==> config.mk <==
export PLATFORM = sky130hd
export DESIGN_NAME = comparador_serial_izq_der
export DESIGN_NICKNAME = d
export VERILOG_FILES = /design/src/rtl/comparador_serial_izq_der_pkg.sv /design/src/rtl/comparador_serial_izq_der_celda.sv /design/src/rtl/comparador_serial_izq_der.sv
export SDC_FILE = /design/constraint.sdc
export NUM_CORES = 1
export LEC_CHECK = 0
export ABC_CLOCK_PERIOD_IN_PS = 2100
export CELL_PAD_IN_SITES_DETAIL_PLACEMENT = 0
export CELL_PAD_IN_SITES_GLOBAL_PLACEMENT = 1
export CORE_MARGIN = 3
export CORE_UTILIZATION = 41
export DETAILED_ROUTE_END_ITERATION = 8
export PLACE_DENSITY = 0.77
export SLEW_MARGIN = 10
export SYNTH_ARGS = -nofsm -noshare
export SYNTH_HDL_FRONTEND = slang
export SYNTH_SLANG_ARGS = --single-unit
==> constraint.sdc <==
create_clock -name clk -period 2.1 [get_ports clk]
set_input_delay 0.42 -clock clk [delete_from_list [all_inputs] [get_ports clk]]
set_output_delay 0.42 -clock clk [all_outputs]
set_load 0.03 [all_outputs]
==> src/rtl/comparador_serial_izq_der_pkg.sv <==
// Package comparador_pkg
// Shared types for the bit-serial MSB-first comparator:
//   estado_t : FSM states (IDLE, COMPARE, DONE)
//   rel_t    : running relation between the scanned prefixes of A and B
//   rel_a_zout() : maps a final relation onto the Zout convention (A <= B)
package comparador_pkg;

    typedef enum logic [1:0] {
        IDLE    = 2'b00,
        COMPARE = 2'b01,
        DONE    = 2'b10
    } estado_t;

    typedef enum logic [1:0] {
        REL_EQ    = 2'b00,
        REL_MENOR = 2'b01,
        REL_MAYOR = 2'b10
    } rel_t;

    // Zout is 1 unless A was found strictly greater than B
    function automatic logic rel_a_zout(input rel_t rel);
        return (rel != REL_MAYOR) ? 1'b1 : 1'b0;
    endfunction

endpackage

==> src/rtl/comparador_serial_izq_der_celda.sv <==
// Module celda_comparadora
// One cell of the iterative comparator network, evaluated MSB first.
// Once the relation has been decided by a more significant bit it is
// passed through unchanged; otherwise the current bit pair decides it.
// Ports:
//   a_i, b_i : current bit of A and B
//   rel_in   : relation decided by the more significant bits
//   rel_out  : relation including the current bit
module celda_comparadora
    import comparador_pkg::*;
(
    input  logic a_i,
    input  logic b_i,
    input  rel_t rel_in,
    output rel_t rel_out
);

    // Relation update for one bit pair
    always_comb begin
        rel_out = rel_in;
        if (rel_in == REL_EQ) begin
            if (a_i && !b_i) begin
                rel_out = REL_MAYOR;
            end else if (!a_i && b_i) begin
                rel_out = REL_MENOR;
            end else begin
                rel_out = REL_EQ;
            end
        end else begin
            rel_out = rel_in;
        end
    end

endmodule

==> src/rtl/comparador_serial_izq_der.sv <==
// Module comparador_serial_izq_der
// Bit-serial comparator scanning A and B from MSB to LSB, one bit pair per
// clock, using a single reused celda_comparadora.  Zout = 1 iff A <= B.
// Ports:
//   clk   : clock, rising edge
//   reset : asynchronous, active-high
//   start : sample A/B and begin a compare (ignored while busy)
//   A, B  : N-bit operands, only sampled with start
//   busy  : high while comparing
//   done  : one-cycle pulse, Zout updated in the same cycle
//   Zout  : last result (A <= B), held until the next done
// Build option: define COMPARADOR_SALIDA_TEMPRANA_EN to leave COMPARE as
// soon as the relation is decided (variable latency); undefined gives a
// fixed latency of N+1 cycles.  Zout is the same in both builds.
module comparador_serial_izq_der
    import comparador_pkg::*;
#(
    parameter int N = 3
) (
    input  logic         clk,
    input  logic         reset,
    input  logic         start,
    input  logic [N-1:0] A,
    input  logic [N-1:0] B,
    output logic         busy,
    output logic         done,
    output logic         Zout
);

    localparam int CNT_W = $clog2(N) + 1;
    localparam logic [CNT_W-1:0] IDX_INI = CNT_W'(N - 1);

    estado_t          state_q, state_d;
    rel_t             rel_q, rel_d;
    rel_t             rel_celda_s;
    logic [N-1:0]     sh_a_q, sh_a_d;
    logic [N-1:0]     sh_b_q, sh_b_d;
    logic [CNT_W-1:0] idx_q, idx_d;
    logic             busy_q, busy_d;
    logic             done_q, done_d;
    logic             zout_q, zout_d;
    logic             fin_s;

    celda_comparadora u_celda (
        .a_i     (sh_a_q[N-1]),
        .b_i     (sh_b_q[N-1]),
        .rel_in  (rel_q),
        .rel_out (rel_celda_s)
    );

    // Last scanned bit, or (early-exit build) relation already decided
    always_comb begin
`ifdef COMPARADOR_SALIDA_TEMPRANA_EN
        fin_s = (idx_q == CNT_W'(0)) || (rel_celda_s != REL_EQ);
`else
        fin_s = (idx_q == CNT_W'(0));
`endif
    end

    // Next-state, datapath and output computation
    always_comb begin
        state_d = state_q;
        rel_d   = rel_q;
        sh_a_d  = sh_a_q;
        sh_b_d  = sh_b_q;
        idx_d   = idx_q;
        busy_d  = 1'b0;
        done_d  = 1'b0;
        zout_d  = zout_q;
        case (state_q)
            IDLE: begin
                if (start) begin
                    sh_a_d  = A;
                    sh_b_d  = B;
                    rel_d   = REL_EQ;
                    idx_d   = IDX_INI;
                    busy_d  = 1'b1;
                    state_d = COMPARE;
                end else begin
                    state_d = IDLE;
                end
            end
            COMPARE: begin
                rel_d  = rel_celda_s;
                sh_a_d = sh_a_q << 1'b1;
                sh_b_d = sh_b_q << 1'b1;
                idx_d  = idx_q - CNT_W'(1);
                if (fin_s) begin
                    done_d  = 1'b1;
                    zout_d  = rel_a_zout(rel_celda_s);
                    state_d = DONE;
                end else begin
                    busy_d  = 1'b1;
                    state_d = COMPARE;
                end
            end
            DONE: begin
                // A start here restarts immediately, with no IDLE cycle
                if (start) begin
                    sh_a_d  = A;
                    sh_b_d  = B;
                    rel_d   = REL_EQ;
                    idx_d   = IDX_INI;
                    busy_d  = 1'b1;
                    state_d = COMPARE;
                end else begin
                    state_d = IDLE;
                end
            end
            default: begin
                state_d = IDLE;
            end
        endcase
    end

    // State and output registers
    always_ff @(posedge clk or posedge reset) begin
        if (reset) begin
            state_q <= IDLE;
            rel_q   <= REL_EQ;
            sh_a_q  <= {N{1'b0}};
            sh_b_q  <= {N{1'b0}};
            idx_q   <= {CNT_W{1'b0}};
            busy_q  <= 1'b0;
            done_q  <= 1'b0;
            zout_q  <= 1'b0;
        end else begin
            state_q <= state_d;
            rel_q   <= rel_d;
            sh_a_q  <= sh_a_d;
            sh_b_q  <= sh_b_d;
            idx_q   <= idx_d;
            busy_q  <= busy_d;
            done_q  <= done_d;
            zout_q  <= zout_d;
        end
    end

    assign busy = busy_q;
    assign done = done_q;
    assign Zout = zout_q;

endmodule
==> results.toml, run 1 <==
[die]
die_h_um = 46.2
ios = 12
fp-row-count = 13
core_um2 = 1400
fp.dieW_um = 46.2
initial_utilization = 0.473
fp.dieArea_um2 = 2130

[cells_and_area]
regArea_um2 = 350
antenna_cells = 0
final_util = 0.581
drive_gt1_frac = 0.107
syn_to_final_growth_pct = 22.7
nNetsFinal = 88
multiInputGateArea_um2 = 280
final_cells = 90
fillCellCount = 123

[sta]
layout_setup_ws_ns = 0.170
timing.fmax_mhz = 518
fin_crit_ns = 1.93
slew_headroom = 0.665
fin_skew_ns = 0.00468
final_max_slew_viol_count = 0
fin_crit_sh = 0.919
finalHoldViolations = 0
setup_viol = 0
worst_pin_slew_ns = 0.503
rsz0062_at_grt = "false"
setup_tns_ns = 0

[critical_path]
critPathBufInv = 1
crit_path_end_kind = "output pin"
slowest_stage = "clkdlybuf4s50_1"
cpLargestDelayFamily = "buffers and inverters"
cp-start-kind = "flop"
crit_chain = "clkdlybuf4s50_1"
crit_arrival_ns = 1.51
cp.required_ns = 1.68
crit_type = "reg2out"
critPathMaxFanout = 10
critPathMaxStageDelay_ns = 0.73

[global_routing]
grt_pass1_wl_um = 1810
use_met2 = 0.176
grt_busiest_layer = "met2"
antenna_found_initial = 0
grt_pass1_vias = 410
use_met3 = 0.0586
use_met1 = 0.163
grt_max_degree = 15
grt_use_total = 0.125
overflow = 0

[clock_tree]
clockRootBuffer = "clkbuf_4"
cts_sinks = 14
clock_latency_ns = 0.27
clockBufferDepth = 2
cts_resized = 0
tritoncts = "done"
cts-htree-levels = 1
cts_made_buffers = 3
post_cts_buffers = 0
postCtsHoldBufs = 0
clk_pin_slew_ns = 0.08

[power_and_ir_drop]
power.total_uw = 1170
peakVddDrop_v = 0.000548
power.density_nw_per_um2 = 1440
leakagePower_uw = 0.000370

[place]
io_buffers = 11
globalplace.congestion = 0.720
dp_hpwl_um = 853
dp_slack_ns = 0.459
placed_cells = 87

[drt]
ant_nets = 0
wl_um = 1100
via_per_inst = 5.22
via_count = 470
drcViolationCount = 0
wl_per_cell_um = 12.2
drtIter0Drc = 3
first_pass_iters = 4

[logic_synthesis]
synth_seq_cells = 14
synth_area_um2 = 662
avgSynthCellArea_um2 = 10.9
ys_warn_count = 0
synth_fp_nets = 72
ys_types = 23
seq_area_frac_synth = 0.529
synthCells = 61

[run]
max-cap-violations = 0

[outcome]
status = "finished, final reports clean"

[hold_path]
hold_path_class = "in2async"
final cells by class:
cell class              count  area share
clock buffers               3      0.0277
inverters                   4      0.0185
multi-input cells          41       0.345
flip-flops and latches     14       0.431
well taps                  15      0.0231
repair buffers             13       0.154
layer usage:
metal  routed length, um  part of all wire  up-vias
met1                 552              0.50      212
met2                 451              0.41       16
met3                  95             0.086        0
li1                    -                 -      242
met5                   0                 0        -
met4                   0                 0        0
placed cells by master (no fill, tap or decap), types with 3 or more instances in the layout:
master,instances
dfrtp_1,14
clkdlybuf4s50_1,11
nor2b_1,5
inv_1,4
nand3_1,4
nor2_1,4
o21ai_0,3
nand2_1,3
a21oi_1,3
clkbuf_4,3
cell families (layout without fill, tap and decap cells):
kind of cell / Yosys count / in the layout / share of synthesized area
buffers and inverters: 6 / 20 / 0.0472
adders and majority gates: 2 / 2 / 0.0378
xor gates and xnor gates: 1 / 1 / 0.0132
AOI/OAI and AO/OA: 14 / 14 / 0.138
DFF: 14 / 14 / 0.529
and+or+nand+nor: 21 / 21 / 0.181
muxes: 3 / 3 / 0.0529
path summary, 6_finish.rpt:
path / startpoint / to / slack (ns) / depth (start not counted)
max in group asynchronous: reset / idx_q[1]$_DFFE_PP0P_ / 1.30 / 2
max: state_q[0]$_DFF_PP0_ / busy / 0.17 / 1
min: reset / sh_b_q[2]$_DFFE_PP0P_ / 0.47 / 2
min in group clk: idx_q[0]$_DFFE_PP0P_ / idx_q[0]$_DFFE_PP0P_ / 0.50 / 1
max reg2reg: idx_q[0]$_DFFE_PP0P_ / Zout$_DFFE_PP0P_ / 0.73 / 5
min reg2reg: idx_q[0]$_DFFE_PP0P_ / idx_q[0]$_DFFE_PP0P_ / 0.50 / 1
synth_stat cells (all sizes together):
| library cell | count | area, um^2 |
|---|---|---|
| a31oi | 1 | 6.26 |
| xor2 | 1 | 8.76 |
| nor2 | 4 | 15.0 |
| mux2 | 1 | 15.0 |
| and2 | 1 | 8.76 |
| buf | 2 | 16.3 |
| a22oi | 2 | 15.0 |
| nor2b | 6 | 45.0 |
| o21ai | 3 | 15.0 |
| a22o | 2 | 17.5 |
| nand3 | 4 | 20.0 |
| nand2b | 2 | 12.5 |
| nand3b | 1 | 7.51 |
| ha | 2 | 25.0 |
| mux2i | 2 | 20.0 |
| nand2 | 3 | 11.3 |
| dfrtp | 14 | 350 |
| inv | 4 | 15.0 |
| a21oi | 3 | 15.0 |
| o211ai | 1 | 7.51 |
| a211oi | 2 | 15.0 |
flip-flops by register name, indices dropped and copies added (netlist names):
register	flops
idx_q	3
sh_a_q	3
sh_b_q	3
rel_q	2
state_q	2
Zout	1
report_power, final:
part	switching [uW]	internal, uW	leakage [uW]
registers	109	395	0.000173
logic	261	260	0.000183
clock network	76.4	66.4	0.0000138
metrics by stage:
step	area [um^2]	hold slack, ns
floorplan	662	0.309
global route	812	0.509
CTS	812	0.482
global placement	790	0.478
finish	812	0.466
detailed placement	790	0.491
No activity file was read; power rests on OpenSTA's default activity.
==> run 2, diff against run 1 <==
--- a/config.mk
+++ b/config.mk
@@ -6,12 +6,12 @@
 export NUM_CORES = 1
 export LEC_CHECK = 0
 export ABC_CLOCK_PERIOD_IN_PS = 2100
-export CELL_PAD_IN_SITES_DETAIL_PLACEMENT = 0
-export CELL_PAD_IN_SITES_GLOBAL_PLACEMENT = 1
+export CELL_PAD_IN_SITES_DETAIL_PLACEMENT = 2
+export CELL_PAD_IN_SITES_GLOBAL_PLACEMENT = 2
 export CORE_MARGIN = 3
-export CORE_UTILIZATION = 41
+export CORE_UTILIZATION = 33
 export DETAILED_ROUTE_END_ITERATION = 8
-export PLACE_DENSITY = 0.77
+export PLACE_DENSITY = 0.75
 export SLEW_MARGIN = 10
 export SYNTH_ARGS = -nofsm -noshare
 export SYNTH_HDL_FRONTEND = slang
==> results.toml, run 2 (same netlist as run 1, synthesis figures left out) <==
[sta]
worst_pin_slew_ns = 0.542
slew_headroom = 0.639
rsz0062_at_grt = "false"
finalHoldViolations = 0
setup_tns_ns = 0
fin_crit_ns = 1.97
hold_ws_ns = 0.473
fin_skew_ns = 0.00143
setup_viol = 0
timing.fmax_mhz = 509
final_max_slew_viol_count = 0
fin_crit_sh = 0.936

[die]
die_h_um = 50.8
fp.dieW_um = 50.8
fp-row-count = 15
core_um2 = 1800
initial_utilization = 0.367
ios = 12
fp.dieArea_um2 = 2580

[critical_path]
critPathBufInv = 1
critPathMaxFanout = 6
rrSetupSlack_ns = 0.71
crit_type = "reg2out"
r2r_cells = 5
cpLargestDelayFamily = "buffers and inverters"
critPathMaxStageDelay_ns = 0.73
crit_arrival_ns = 1.55
r2r_start = "idx_q[0]$_DFFE_PP0P_"
cp.required_ns = 1.68
cp-start-kind = "flop"
crit_chain = "clkdlybuf4s50_1"
slowest_stage = "clkdlybuf4s50_1"
crit_path_end_kind = "output pin"
r2r_end = "Zout$_DFFE_PP0P_"

[power_and_ir_drop]
leakagePower_uw = 0.000377
power.density_nw_per_um2 = 1490
peakVddDrop_v = 0.000620

[hold_path]
hold_path_class = "in2async"

[cells_and_area]
multiInputGateArea_um2 = 280
regArea_um2 = 350
antenna_cells = 0
largestRegisters = "idx_q x3, sh_a_q x3, sh_b_q x3"
drive_gt1_frac = 0.118
layout_commonest_cell = "dfrtp_1"
syn_to_final_growth_pct = 26.7
final_util = 0.465
final_cell_mix = "dfrtp_1 (14), clkdlybuf4s50_1 (11), nor2b_1 (5)"
fillCellCount = 207
nNetsFinal = 88

[global_routing]
grt_max_degree = 15
use_met1 = 0.165
grt_pass1_vias = 515
grt_use_total = 0.143
grt_busiest_layer = "met2"
use_met2 = 0.224
grt_pass1_wl_um = 2500
antenna_found_initial = 0
use_met3 = 0.0386
overflow = 0

[drt]
wl_per_cell_um = 14.7
wl_um = 1480
ant_nets = 0
first_pass_iters = 2
via_per_inst = 4.93
drtIter0Drc = 1
via_count = 498
drcViolationCount = 0

[place]
io_buffers = 11
dp_hpwl_um = 1120
globalplace.congestion = 0.726

[clock_tree]
cts-htree-levels = 1
tritoncts = "done"
post_cts_buffers = 0
cts_resized = 0
clock_latency_ns = 0.28
postCtsHoldBufs = 0
clk_pin_slew_ns = 0.08
clockRootBuffer = "clkbuf_4"
clockBufferDepth = 2
cts_made_buffers = 3
cts_sinks = 14

[outcome]
status = "finished, final reports clean"

[run]
max-cap-violations = 0
run 2: cell types whose count changed in the layout (fill, tap and decap cells not counted), sizes merged:
cell / change
clkbuf: +1
run 2: metrics by stage:
stage | instance area, um^2 | setup WS [ns] | instances | total power (uW)
CTS | 838 | 0.110 | 101 | 1270
detailed placement | 802 | 0.424 | 97 | 1060
global route | 838 | 0.0325 | 101 | 1360
global placement | 802 | 0.463 | 97 | 1040
finish | 838 | 0.134 | 101 | 1250
floorplan | 662 | 0.689 | 61 | 890
run 2: area by class of cell:
type,instances,area share
clock buffer,4,0.0433
inverter,4,0.0179
multi-input combinational,41,0.334
sequential,14,0.418
tap,25,0.0373
timing repair buffer,13,0.149
run 2: per-layer routing:
layer  wire [um]  vias up
met4          51        0
met5           0        -
met2         706       14
met3          64        5
met1         658      241
li1            -      238
run 2: how the worst max path moves through the flow:
| stage | start | end | slack [ns] | cells past startpoint |
|---|---|---|---|---|
| 6_report | state_q[1]$_DFF_PP0_ | done | 0.13 | 1 |
| 5_1_grt | state_q[0]$_DFF_PP0_ | busy | 0.03 | 1 |
| 4_1_cts | state_q[1]$_DFF_PP0_ | done | 0.11 | 1 |
| 3_5_place_dp | start | sh_a_q[0]$_DFFE_PP0P_ | 0.42 | 4 |
| 3_3_place_gp | state_q[1]$_DFF_PP0_ | done | 0.46 | 1 |
| 2_1_floorplan | state_q[0]$_DFF_PP0_ | Zout$_DFFE_PP0P_ | 0.69 | 4 |
run 2: power breakdown:
group | internal [uW] | total (uW) | switching [uW]
registers | 394 | 509 | 115
clock network | 106 | 195 | 89.8
logic | 261 | 546 | 285
==> run 3, diff against run 2 <==
--- a/config.mk
+++ b/config.mk
@@ -9,8 +9,9 @@
 export CELL_PAD_IN_SITES_DETAIL_PLACEMENT = 2
 export CELL_PAD_IN_SITES_GLOBAL_PLACEMENT = 2
 export CORE_MARGIN = 3
-export CORE_UTILIZATION = 33
+export CORE_UTILIZATION = 40
 export DETAILED_ROUTE_END_ITERATION = 8
+export DONT_BUFFER_PORTS = 1
 export PLACE_DENSITY = 0.75
 export SLEW_MARGIN = 10
 export SYNTH_ARGS = -nofsm -noshare
==> results.toml, run 3 (same netlist as run 1, synthesis figures left out) <==
[cells_and_area]
antenna_cells = 0
multiInputGateArea_um2 = 280
nNetsFinal = 76
final_cells = 80
largestRegisters = "idx_q x3, sh_a_q x3, sh_b_q x3"
fillCellCount = 164
regArea_um2 = 350
syn_to_final_growth_pct = 7.18
layout_commonest_cell = "dfrtp_1"
final_cell_mix = "dfrtp_1 (14), nor2b_1 (5), inv_1 (4), nand3_1 (4), nor2_1 (4)"
drive_gt1_frac = 0.125

[drt]
ant_nets = 0
drcViolationCount = 0
drtIter0Drc = 4
via_count = 438
wl_per_cell_um = 16.6
wl_um = 1330
via_per_inst = 5.48
first_pass_iters = 4

[critical_path]
critPathMaxStageDelay_ns = 0.52
critPathMaxFanout = 10
cp-start-kind = "flop"
cp.required_ns = 1.68
slowest_stage = "dfrtp_1"
rrSetupSlack_ns = 0.67
cpLargestDelayFamily = "flip-flops"
crit_arrival_ns = 1.03
crit_path_end_kind = "output pin"
critPathBufInv = 1
crit_type = "reg2out"
crit_chain = "buf_4"

[sta]
slew_headroom = 0.647
fin_crit_sh = 0.689
worst_pin_slew_ns = 0.528
timing.fmax_mhz = 691
hold_ws_ns = 0.0524
finalHoldViolations = 0
final_max_slew_viol_count = 0
setup_tns_ns = 0
fin_skew_ns = 0.00747
setup_viol = 0
rsz0062_at_grt = "false"
fin_crit_ns = 1.45

[clock_tree]
postCtsHoldBufs = 0
clk_pin_slew_ns = 0.09
clockRootBuffer = "clkbuf_4"
tritoncts = "done"
cts_made_buffers = 3
clock_latency_ns = 0.28
cts_sinks = 14
clockBufferDepth = 2
cts_resized = 0
cts-htree-levels = 1
post_cts_buffers = 0

[die]
fp.dieW_um = 46.7
fp-row-count = 14
die_h_um = 46.7
fp.dieArea_um2 = 2180
core_um2 = 1520
initial_utilization = 0.434
ios = 12

[power_and_ir_drop]
sw_frac_of_total = 0.402
power.density_nw_per_um2 = 1660
seqPwrFrac = 0.457
peakVddDrop_v = 0.000598
pwr-share-clk = 0.166
combPwrFrac = 0.378
p_switching_uw = 473
power.internal_uw = 704
power.total_uw = 1180
leakagePower_uw = 0.000329

[outcome]
status = "finished, final reports clean"

[global_routing]
antenna_found_initial = 0
grt_use_total = 0.162
grt_pass1_vias = 499
grt_max_degree = 15
overflow = 0
grt_pass1_wl_um = 2340

[place]
globalplace.congestion = 0.664
io_buffers = 0
dp_hpwl_um = 981
placed_cells = 76

[hold_path]
hold_path_class = "in2async"

[run]
max-cap-violations = 0
==> run 3: cell count changes in the layout (fill, tap and decap cells not counted), sizes merged <==
cell / previous run / this run
buf: 2 / 1
clkdlybuf4s50: 11 / 0
==> run 3: final timing paths <==
check	cells past startpoint	from	end
max	1	state_q[0]$_DFF_PP0_	busy
min	1	reset	state_q[1]$_DFF_PP0_
max reg2reg	3	state_q[1]$_DFF_PP0_	Zout$_DFFE_PP0P_
min reg2reg	1	idx_q[0]$_DFFE_PP0P_	idx_q[0]$_DFFE_PP0P_
max in group asynchronous	1	reset	sh_b_q[0]$_DFFE_PP0P_
min in group clk	2	A[2]	sh_a_q[2]$_DFFE_PP0P_
==> run 3: layer usage <==
layer | vias to the layer above | track usage | part of all wire
met5 | - | 0 | 0
met2 | 13 | 0.239 | 0.44
met1 | 208 | 0.204 | 0.46
met4 | 0 | 0.0994 | 0.022
li1 | 215 | - | -
met3 | 2 | 0.0508 | 0.082
==> run 3: through the flow <==
| step | setup slack, ns | cell area (um^2) | util |
|---|---|---|---|
| final | 0.653 | 709 | 0.466 |
| after global placement | 0.664 | 673 | 0.442 |
| after CTS | 0.641 | 709 | 0.466 |
| after floorplan | 0.689 | 662 | - |
| after global routing | 0.579 | 709 | 0.466 |
| after detailed placement | 0.661 | 673 | 0.442 |
==> run 3: layout make-up <==
class                           count  share of cell area
Clock buffer                        4              0.0511
Inverter                            4              0.0212
Multi-Input combinational cell     41               0.395
Sequential cell                    14               0.494
Tap cell                           16              0.0282
Timing Repair Buffer                1              0.0106
==> run 3: worst register-to-register path, cell delays in order, from the launching register on <==
cell and delay (ns):
dfrtp_1 0.59, nor2b_4 0.26, and2_4 0.18, mux2_4 0.29
==> run 3: power by group through the flow <==
stage | combinational (uW) | sequential [uW] | clock (uW)
after global placement | 437 | 544 | 0
final | 445 | 538 | 195
after CTS | 454 | 542 | 202
after detailed placement | 445 | 549 | 0
after floorplan | 371 | 520 | 0
after global routing | 521 | 563 | 212
